**config.mk**
```make
export PLATFORM = sky130hd
export DESIGN_NAME = vx_fetch_ibuf_flat
export DESIGN_NICKNAME = d
export VERILOG_FILES = /design/src/rtl/vx_fetch_ibuf_if.sv /design/src/rtl/vx_fetch_ibuf.sv /design/src/flat_wrapper.sv
export SDC_FILE = /design/constraint.sdc
export NUM_CORES = 2
export LEC_CHECK = 0
export CAP_MARGIN = 20
export CORE_MARGIN = 1
export CORE_UTILIZATION = 57
export DETAILED_ROUTE_END_ITERATION = 8
export DONT_BUFFER_PORTS = 1
export GPL_TIMING_DRIVEN = 0
export PLACE_DENSITY = 0.75
export RECOVER_POWER = 50
export SYNTH_ARGS = -nofsm -noshare
export SYNTH_HDL_FRONTEND = slang
export SYNTH_SLANG_ARGS = --single-unit
```
**constraint.sdc**
```tcl
create_clock -name clk -period 4.9 [get_ports clk]
set_clock_uncertainty 0.2 [all_clocks]
set_input_delay 0.245 -clock clk [delete_from_list [all_inputs] [get_ports clk]]
set_output_delay 0.245 -clock clk [all_outputs]
set_load 0.1 [all_outputs]
```
**src/rtl/vx_fetch_ibuf_if.sv**
```systemverilog
// vx_fetch_ibuf_if: fetch-response input, decode-issue output and per-warp credit bundle.
interface vx_fetch_ibuf_if #(
    parameter int NUM_WARPS   = 4,
    parameter int NUM_THREADS = 4,
    parameter int PC_BITS     = 31,
    parameter int INSTR_WIDTH = 32,
    parameter int UUID_WIDTH  = 44,
    parameter int NW_WIDTH    = (NUM_WARPS > 1) ? $clog2(NUM_WARPS) : 1
);
    logic                   in_valid;
    logic [NW_WIDTH-1:0]    in_wid;
    logic [PC_BITS-1:0]     in_PC;
    logic [NUM_THREADS-1:0] in_tmask;
    logic [INSTR_WIDTH-1:0] in_instr;
    logic [UUID_WIDTH-1:0]  in_uuid;
    logic                   in_ready;
    logic                   out_valid;
    logic [NW_WIDTH-1:0]    out_wid;
    logic [PC_BITS-1:0]     out_PC;
    logic [NUM_THREADS-1:0] out_tmask;
    logic [INSTR_WIDTH-1:0] out_instr;
    logic [UUID_WIDTH-1:0]  out_uuid;
    logic                   out_ready;
    logic [NUM_WARPS-1:0]   ibuf_pop;

    modport slave (
        input  in_valid, in_wid, in_PC, in_tmask, in_instr, in_uuid,
        output in_ready,
        output out_valid, out_wid, out_PC, out_tmask, out_instr, out_uuid,
        input  out_ready,
        output ibuf_pop
    );

    modport master (
        output in_valid, in_wid, in_PC, in_tmask, in_instr, in_uuid,
        input  in_ready,
        input  out_valid, out_wid, out_PC, out_tmask, out_instr, out_uuid,
        output out_ready,
        input  ibuf_pop
    );
endinterface

```
**src/rtl/vx_fetch_ibuf.sv**
```systemverilog
// vx_fetch_ibuf: per-warp instruction FIFOs with round-robin issue through a registered output stage.
module vx_fetch_ibuf #(
    parameter int NUM_WARPS   = 4,
    parameter int NUM_THREADS = 4,
    parameter int PC_BITS     = 31,
    parameter int INSTR_WIDTH = 32,
    parameter int UUID_WIDTH  = 44,
    parameter int DEPTH       = 4,
    parameter int NW_WIDTH    = (NUM_WARPS > 1) ? $clog2(NUM_WARPS) : 1
) (
    input logic            clk,
    input logic            reset,
    vx_fetch_ibuf_if.slave bus
);
    localparam int CW = $clog2(DEPTH + 1);
    localparam int PW = $clog2(DEPTH);
    localparam int DW = PC_BITS + NUM_THREADS + INSTR_WIDTH + UUID_WIDTH;

    logic [CW-1:0]       count_q [NUM_WARPS];
    logic [CW-1:0]       count_d [NUM_WARPS];
    logic [PW-1:0]       wr_ptr_q [NUM_WARPS];
    logic [PW-1:0]       wr_ptr_d [NUM_WARPS];
    logic [PW-1:0]       rd_ptr_q [NUM_WARPS];
    logic [PW-1:0]       rd_ptr_d [NUM_WARPS];
    logic [DW-1:0]       mem_q [NUM_WARPS*DEPTH];
    logic [DW-1:0]       mem_d [NUM_WARPS*DEPTH];
    logic [NW_WIDTH-1:0] rr_q, rr_d;
    logic                out_valid_q, out_valid_d;
    logic [NW_WIDTH-1:0] out_wid_q, out_wid_d;
    logic [DW-1:0]       out_data_q, out_data_d;
    logic [NW_WIDTH-1:0] win, idx;
    logic                found, push, deq, in_ready;

    // Space is judged from the registered count; a same-cycle dequeue never frees it early.
    always_comb begin
        in_ready = count_q[bus.in_wid] != CW'(DEPTH);
        push = bus.in_valid && in_ready;
        found = 1'b0;
        win = '0;
        idx = '0;
        for (int i = 0; i < NUM_WARPS; i++) begin
            idx = NW_WIDTH'((int'(rr_q) + i) % NUM_WARPS);
            if (!found && count_q[idx] != '0) begin
                found = 1'b1;
                win = idx;
            end
        end
        deq = found && (!out_valid_q || bus.out_ready);
        count_d = count_q;
        wr_ptr_d = wr_ptr_q;
        rd_ptr_d = rd_ptr_q;
        mem_d = mem_q;
        if (push) begin
            mem_d[{bus.in_wid, wr_ptr_q[bus.in_wid]}] = {bus.in_PC, bus.in_tmask, bus.in_instr, bus.in_uuid};
            wr_ptr_d[bus.in_wid] = wr_ptr_q[bus.in_wid] + 1'b1;
            count_d[bus.in_wid] = count_d[bus.in_wid] + 1'b1;
        end
        if (deq) begin
            rd_ptr_d[win] = rd_ptr_q[win] + 1'b1;
            count_d[win] = count_d[win] - 1'b1;
        end
        out_valid_d = deq || (out_valid_q && !bus.out_ready);
        out_wid_d = deq ? win : out_wid_q;
        out_data_d = deq ? mem_q[{win, rd_ptr_q[win]}] : out_data_q;
        rr_d = deq ? ((int'(win) == NUM_WARPS - 1) ? '0 : win + 1'b1) : rr_q;
    end

    always_comb begin
        bus.ibuf_pop = '0;
        for (int w = 0; w < NUM_WARPS; w++)
            bus.ibuf_pop[w] = out_valid_q && bus.out_ready && (out_wid_q == NW_WIDTH'(w));
    end

    assign bus.in_ready = in_ready;
    assign bus.out_valid = out_valid_q;
    assign bus.out_wid = out_wid_q;
    assign {bus.out_PC, bus.out_tmask, bus.out_instr, bus.out_uuid} = out_data_q;

    always_ff @(posedge clk or negedge reset) begin
        if (!reset) begin
            count_q <= '{default: '0};
            wr_ptr_q <= '{default: '0};
            rd_ptr_q <= '{default: '0};
            rr_q <= '0;
            out_valid_q <= 1'b0;
            out_wid_q <= '0;
            out_data_q <= '0;
        end else begin
            assert (!push || count_q[bus.in_wid] != CW'(DEPTH));
            assert (!deq || count_q[win] != '0);
            count_q <= count_d;
            wr_ptr_q <= wr_ptr_d;
            rd_ptr_q <= rd_ptr_d;
            rr_q <= rr_d;
            out_valid_q <= out_valid_d;
            out_wid_q <= out_wid_d;
            out_data_q <= out_data_d;
        end
    end

    // Storage needs no reset: validity is tracked entirely by the counts and pointers.
    always_ff @(posedge clk) begin
        mem_q <= mem_d;
    end
endmodule

```
**src/flat_wrapper.sv**
```systemverilog
// flat-port wrapper written by rule: the top's interface ports become plain ports
module vx_fetch_ibuf_flat 
#(
    parameter int NUM_WARPS   = 4,
    parameter int NUM_THREADS = 4,
    parameter int PC_BITS     = 31,
    parameter int INSTR_WIDTH = 32,
    parameter int UUID_WIDTH  = 44,
    parameter int DEPTH       = 4,
    parameter int NW_WIDTH    = (NUM_WARPS > 1) ? $clog2(NUM_WARPS) : 1
)
  (clk, reset, bus_in_valid, bus_in_wid, bus_in_PC, bus_in_tmask, bus_in_instr, bus_in_uuid, bus_in_ready, bus_out_valid, bus_out_wid, bus_out_PC, bus_out_tmask, bus_out_instr, bus_out_uuid, bus_out_ready, bus_ibuf_pop);
  vx_fetch_ibuf_if #(.NUM_WARPS(NUM_WARPS), .NUM_THREADS(NUM_THREADS), .PC_BITS(PC_BITS), .INSTR_WIDTH(INSTR_WIDTH), .UUID_WIDTH(UUID_WIDTH), .NW_WIDTH(NW_WIDTH)) bus_i ();
  input logic clk;
  input logic reset;
  input wire logic [$bits(bus_i.in_valid)-1:0] bus_in_valid;
  input wire logic [$bits(bus_i.in_wid)-1:0] bus_in_wid;
  input wire logic [$bits(bus_i.in_PC)-1:0] bus_in_PC;
  input wire logic [$bits(bus_i.in_tmask)-1:0] bus_in_tmask;
  input wire logic [$bits(bus_i.in_instr)-1:0] bus_in_instr;
  input wire logic [$bits(bus_i.in_uuid)-1:0] bus_in_uuid;
  output wire logic [$bits(bus_i.in_ready)-1:0] bus_in_ready;
  output wire logic [$bits(bus_i.out_valid)-1:0] bus_out_valid;
  output wire logic [$bits(bus_i.out_wid)-1:0] bus_out_wid;
  output wire logic [$bits(bus_i.out_PC)-1:0] bus_out_PC;
  output wire logic [$bits(bus_i.out_tmask)-1:0] bus_out_tmask;
  output wire logic [$bits(bus_i.out_instr)-1:0] bus_out_instr;
  output wire logic [$bits(bus_i.out_uuid)-1:0] bus_out_uuid;
  input wire logic [$bits(bus_i.out_ready)-1:0] bus_out_ready;
  output wire logic [$bits(bus_i.ibuf_pop)-1:0] bus_ibuf_pop;
  assign bus_i.in_valid = bus_in_valid;
  assign bus_i.in_wid = bus_in_wid;
  assign bus_i.in_PC = bus_in_PC;
  assign bus_i.in_tmask = bus_in_tmask;
  assign bus_i.in_instr = bus_in_instr;
  assign bus_i.in_uuid = bus_in_uuid;
  assign bus_in_ready = bus_i.in_ready;
  assign bus_out_valid = bus_i.out_valid;
  assign bus_out_wid = bus_i.out_wid;
  assign bus_out_PC = bus_i.out_PC;
  assign bus_out_tmask = bus_i.out_tmask;
  assign bus_out_instr = bus_i.out_instr;
  assign bus_out_uuid = bus_i.out_uuid;
  assign bus_i.out_ready = bus_out_ready;
  assign bus_ibuf_pop = bus_i.ibuf_pop;
  vx_fetch_ibuf #(.NUM_WARPS(NUM_WARPS), .NUM_THREADS(NUM_THREADS), .PC_BITS(PC_BITS), .INSTR_WIDTH(INSTR_WIDTH), .UUID_WIDTH(UUID_WIDTH), .DEPTH(DEPTH), .NW_WIDTH(NW_WIDTH)) u_core (.clk(clk), .reset(reset), .bus(bus_i));
endmodule
```
=== After elaboration in Yosys (flattened, before gate mapping) ===
Index checks and enable logic that the tools add are counted.

* Output and inout bits: 119
* Flip-flop bits (word level): 1920

* Add/subtract/negate cells: 8
* Bitwise gates (word level): 8
* Reductions and logical operators: 26
* Equal/unequal tests: 5
* $lt $le $gt $ge: 11
* Multiplexer cells: 53

{| class="wikitable"
|+ Operators by type and width
! operator !! number
|-
| bitwise mux 1776 bit || 1
|-
| binary-select mux 111 bit (select 4 bit) || 1
|-
| demux 111 bit (select 4 bit) || 1
|-
| 2-to-1 mux 111 bit || 3
|-
| 2-to-1 mux 3 bit || 14
|-
| binary-select mux 3 bit (select 2 bit) || 6
|-
| bitwise mux 12 bit || 2
|-
| 2-to-1 mux 12 bit || 2
|-
| 2-to-1 mux 2 bit || 11
|-
| >= comparator 3 bit, second input constant || 6
|-
| inverter 2 -> 3 bit || 6
|-
| bitwise mux 8 bit || 2
|-
| logical AND 1 bit || 14
|-
| demux 3 bit (select 2 bit) || 2
|-
| nonzero test 3 bit || 4
|-
| >= comparator 5 bit, second input constant || 2
|-
| inverter 4 -> 5 bit || 2
|-
| adder 2 x 1 -> 2 bit, second input constant || 4
|-
| binary-select mux 2 bit (select 2 bit) || 2
|-
| demux 2 bit (select 2 bit) || 2
|-
| less-than comparator 3 x 1 -> 1 bit, second input constant || 2
|-
| logical NOT 1 bit || 5
|-
| less-than comparator 5 x 1 -> 1 bit, second input constant || 1
|-
| adder 2 bit, second input constant || 2
|-
| 8 further kinds || 14
|}

=== Longest topological paths before layout ===
* Depth after elaboration: 23
* Gate-level depth with buffers: 16
* Mapped depth without buffers: 13

=== Worst setup path after synthesis ===
No wires, ideal clock.

* Path kind: input-to-reg
* Start point: in bus_in_wid[0]
* End point: reg u_core.mem_q[1332] (netlist name) (enable)
* Arrival time: 5.387 ns
* Stages on the path: 10
* Library setup time: 0.482 ns
* Slack: -1.169 ns
* Buffers on the path: 3
* Cells stage by stage: buf_1 > clkbuf_1 > mux4_2 > inv_1 > ha_1 > nand2_1 > nand3b_1 > nor2_1 > clkbuf_1 > and2_1

* Longest elaborated chain between the ends: 6

{| class="wikitable"
|+ Ends and longest elaborated chain
! what !! RTL line !! RTL
|-
| start, declared || flat_wrapper.sv:17 || <nowiki>input wire logic [$bits(bus_i.in_wid)-1:0] bus_in_wid;</nowiki>
|-
| inverter 2 -> 3 bit (not written as such) || vx_fetch_ibuf.sv:36 || <nowiki>in_ready = count_q[bus.in_wid] != CW'(DEPTH);</nowiki>
|-
| binary-select mux 3 bit (select 2 bit) || vx_fetch_ibuf.sv:36 ||
|-
| 2-to-1 mux 3 bit (not written as such) (2 in series) || vx_fetch_ibuf.sv:36 ||
|-
| != test 3 bit || vx_fetch_ibuf.sv:36 ||
|-
| named net bus_in_ready || flat_wrapper.sv:22 || <nowiki>output wire logic [$bits(bus_i.in_ready)-1:0] bus_in_ready;</nowiki>
|-
| logical AND 1 bit || vx_fetch_ibuf.sv:37 || <nowiki>push = bus.in_valid && in_ready;</nowiki>
|-
| end signal, assigned || vx_fetch_ibuf.sv:103 || <nowiki>mem_q <= mem_d;</nowiki>
|-
| end, declared || vx_fetch_ibuf.sv:25 || <nowiki>logic [DW-1:0] mem_q [NUM_WARPS*DEPTH];</nowiki>
|}

The timed path passes the listed nets, and every way through them passes these cells. The select of a mux whose other input is x is not followed.
A chain may end at the register's enable or synchronous reset.

=== Final worst setup path ===
* Start point: reg u_core.count_q[4] (netlist name)
* End point: reg u_core.out_data_q[87]

* Longest elaborated chain between the ends: 22
* Elaborated cells on any way between the ends: 39

{| class="wikitable"
|+ Ends and longest elaborated chain
! what !! RTL line !! RTL
|-
| start, declared || vx_fetch_ibuf.sv:19 || <nowiki>logic [CW-1:0] count_q [NUM_WARPS];</nowiki>
|-
| start signal, assigned || vx_fetch_ibuf.sv:91 || <nowiki>count_q <= count_d;</nowiki>
|-
| binary-select mux 3 bit (select 2 bit) || vx_fetch_ibuf.sv:43 || <nowiki>if (!found && count_q[idx] != '0) begin</nowiki>
|-
| 2-to-1 mux 3 bit (not written as such) (2 in series) || vx_fetch_ibuf.sv:43 ||
|-
| nonzero test 3 bit || vx_fetch_ibuf.sv:43 ||
|-
| 2-to-1 mux 1 bit || vx_fetch_ibuf.sv:43 ||
|-
| logical NOT 1 bit || vx_fetch_ibuf.sv:43 ||
|-
| logical AND 1 bit || vx_fetch_ibuf.sv:43 ||
|-
| 2-to-1 mux 1 bit || vx_fetch_ibuf.sv:43 ||
|-
| logical NOT 1 bit || vx_fetch_ibuf.sv:43 ||
|-
| [... 3 more ...] || n/a ||
|-
| logical AND 1 bit || vx_fetch_ibuf.sv:43 ||
|-
| 2-to-1 mux 2 bit || vx_fetch_ibuf.sv:43 ||
|-
| inverter 2 -> 3 bit (not written as such) || vx_fetch_ibuf.sv:64 || <nowiki>out_data_d = deq ? mem_q[{win, rd_ptr_q[win]}] : out_data_q;</nowiki>
|-
| binary-select mux 2 bit (select 2 bit) || vx_fetch_ibuf.sv:64 ||
|-
| 2-to-1 mux 2 bit (not written as such) (2 in series) || vx_fetch_ibuf.sv:64 ||
|-
| inverter 4 -> 5 bit (not written as such) || vx_fetch_ibuf.sv:64 ||
|-
| binary-select mux 111 bit (select 4 bit) || vx_fetch_ibuf.sv:64 ||
|-
| 2-to-1 mux 111 bit (not written as such) (2 in series) || vx_fetch_ibuf.sv:64 ||
|-
| end signal, assigned || vx_fetch_ibuf.sv:97 || <nowiki>out_data_q <= out_data_d;</nowiki>
|-
| end, declared || vx_fetch_ibuf.sv:30 || <nowiki>logic [DW-1:0] out_data_q, out_data_d;</nowiki>
|}

Parallel ways exist; a longest one is shown, timed or not. The select of a mux whose other input is x is not followed.

==> impl_metrics.ini <==
[sta]
finalSetupTns_ns = 0
fmax_mhz = 204.3
rsz0062_at_grt = no
fin_ws_ns = 0.005425
period_needed_ns = 4.895
finalSetupViolations = 0
worstMarginPinSlew_ns = 2.353
hold_violations = 0
period_share_pct = 99.89
slew_headroom_pct = -56.85
hold-worst-slack_ns = 0.04127
drv_slew = 137

[clock_tree]
clk_latency_ns = 0.82
htreeDepth = 4
clockRootBuffer = clkbuf_16
postCtsSetupBuffers = 0
cts_sinks = 1920
cts_tree = yes
numCtsBuffers = 182
clkSlewWorstSetupHoldPaths_ns = 0.07
cts_buffer_depth = 3

[global_routing]
grt_overflow = 0
grt_pass1_vias = 45614
grt_antenna_before_repair = 31
grt_usage_pct = 30.67
grt_pass1_wl_um = 287900
grt_max_degree = 129

[pwr]
power_mw = 58.78
p_switching_mw = 26.00
clkPwrFrac_pct = 23.9
irDropWorstVdd_mv = 0.6195
power.switching_fraction_pct = 44.23
seqPwrFrac_pct = 39.9
leakagePower_nw = 28.09
combPwrFrac_pct = 36.2
internal_power_mw = 32.78
power_density_nw_per_um2 = 710.6

[outcome]
status = finished with violations
violations = capacitance limit, slew limit

[synth]
synth_top_area_share_pct = 73.77
synth-main-ff-cell = edfxtp_1
synth_area_sq_um = 72290
yosysSeqAreaShare_pct = 78.76
syn_area_per_cell_sq_um = 14.19
synth_top_area_cell = edfxtp_1
syn-num-nets = 5222
synth_edf_count = 1776
yosysWarnings = 0
netlist_instances = 5094
synthArstFlopShare_pct = 7.500
synth-seq-cells = 1920
synth_area_leaders = edfxtp_1 (74%), nand2_1 (7.1%), dfrtp_1 (5.0%)
yosys.cell_types.count = 50

[die]
fp.dieW_um = 358.1
dieArea_sq_um = 128300
num_rows = 130
num_io_pins = 236
die_y_um = 358.1
start_util_pct = 57.50
coreArea_sq_um = 125700

[cells_and_area]
stdcell_count = 7275
regArea_sq_um = 56930
area_growth_pct = 14.43
nets = 5577
drive_above_1_share_pct = 7.972
design_area_sq_um = 82720
final_core_util_pct = 65.79
fill_cells = 8262
multi_input_area_sq_um = 14070

[critical_path]
worst-setup-path-type = reg -> reg
worst_path_largest_cell_delay_ns = 0.61
crit_fanout = 10
reg2reg_setup_slack_ns = 0.005
cp-end-kind = flip-flop
crit_chain = nor3_1 -> nand2_1 -> o21bai_1 -> clkbuf_2 -> buf_8 -> nor2_1 -> nand3_1 -> buf_8 -> clkbuf_1 -> a21oi_1 -> nor3_1 -> nand4_1
worstPathRequired_ns = 5.34
reg2reg_to = u_core.out_data_q[87]$_DFFE_PN0P_
worstReg2RegStart = u_core.count_q[4]$_DFF_PN0_
rr_worst_depth = 12
crit_slowest_cell = nor3_1
critPathArrivalTime_ns = 5.33
cp-start-kind = flip-flop

[place]
io_buffers = 0
dp_hpwl_um = 121200
placedCellCount = 6785
place_ws_ns = -0.5070
placed_area_sq_um = 75450
routabilityCongestion = 0.8602

[drt]
wirelength_um = 197600
wire_per_inst_um = 27.16
drc = 0
drt_iter0_drc = 6386
vias = 45831
ant_nets = 0
dr.pass1.iters = 9
vias_per_cell = 6.300

[job]
cap_violations = 7

[worst_hold_path]
min_to = u_core.mem_q[1101]$_DFFE_PP_
worstHoldStart = bus_in_valid
hold_path_class = in -> reg
holdPathStages = 3
## routing by layer
metal | up-vias | GRT usage (%) | routed length (um)
li1 | 19716 | - | -
met1 | 22737 | 38.41 | 70020
met2 | 2887 | 50.70 | 97320
met3 | 469 | 7.817 | 21940
met4 | 22 | 13.62 | 8169
met5 | - | 0 | 150
## synthesized netlist by cell type (15+ instances only)
master,number
nor3_1,124
nand2_1,1359
buf_2,72
inv_1,19
nor2_1,240
o21ai_0,22
a21oi_1,674
dfrtp_1,144
buf_1,15
clkbuf_1,205
a311o_1,110
a222oi_1,110
edfxtp_1,1776
nand4_1,110
## worst max-delay path by stage
stage / startpoint / to
4_1_cts: u_core.count_q[4]$_DFF_PN0_ / u_core.out_data_q[68]$_DFFE_PN0P_
5_1_grt: bus_in_wid[0] / u_core.mem_q[1367]$_DFFE_PP_
2_1_floorplan: bus_in_wid[0] / u_core.mem_q[1332]$_DFFE_PP_
3_5_place_dp: bus_in_wid[0] / u_core.mem_q[1376]$_DFFE_PP_
3_3_place_gp: bus_in_wid[0] / u_core.mem_q[1710]$_DFFE_PP_
6_report: u_core.count_q[4]$_DFF_PN0_ / u_core.out_data_q[87]$_DFFE_PN0P_
## cell type report
type                    count  area share (%)
repair buffers            173           2.726
clock inverters            81          0.9393
diodes                     18         0.05445
plain buffers             302           1.562
inverters                  20         0.09075
well taps                1650           2.496
flip-flops and latches   1920           68.82
clock buffers             261           6.297
multi-input cells        2850           17.01
## state kept, by name, indices dropped and copies added (netlist names)
signal	cells
u_core.count_q	12
u_core.bus.out_valid	1
u_core.rr_q	2
u_core.bus.out_wid	2
u_core.out_data_q	111
u_core.wr_ptr_q	8
u_core.mem_q	1776
u_core.rd_ptr_q	8
## cells by family after synthesis
logic type / count (synthesis) / share of synthesized area, %
compound gates: 947 / 8.221
simple gates: 1864 / 10.38
xor+xnor: 6 / 0.07269
buf+inv: 324 / 1.885
mux: 22 / 0.4915
flops: 1920 / 78.76
fa+ha+maj: 11 / 0.1904
## worst max-delay path: cells and delay by family, from the launching register on
family	cells	cell delay (ns)
DFF	1	0.41
buffers and inverters	4	1.38
and+or+nand+nor	6	2.18
AOI/OAI and AO/OA	2	0.55
## what timing repair did
item / in CTS / in global routing
hold buffers: 119 / 0
setup endpoints to repair: 47 / 28
hold endpoints to repair: 1940 / 0
gates resized for setup: 2 / 1
## layout by cell type (no fill, tap or decap), drive strengths merged, types with 7 or more instances in the layout
master       synthesis  layout
nor2               240     240
inv                 19      22
dlygate4sd3          0     118
ha                  11      11
buf                 99     140
clkbuf             205     478
o21ai               22      22
mux2                 8       8
mux4                10      10
nand4              110     110
a21oi              674     674
a222oi             110     110
dfrtp              144     144
bufinv               0      12
a311o              110     110
and3                10      10
nor3               124     124
o211ai               7       7
clkinv               1      64
and2                10      10
nand2             1359    1359
edfxtp            1776    1776
diode                0      18
## power groups by stage
stage	combinational, mW	sequential, mW	clock [mW]
2_1_floorplan	12.1	23.6	0
3_3_place_gp	19.2	24.0	0
3_5_place_dp	20.1	24.0	0
4_1_cts	20.6	23.7	14.1
5_1_grt	22.6	23.5	14.8
6_report	21.3	23.4	14.1
Note: power is estimated with default switching activity, not from simulation.
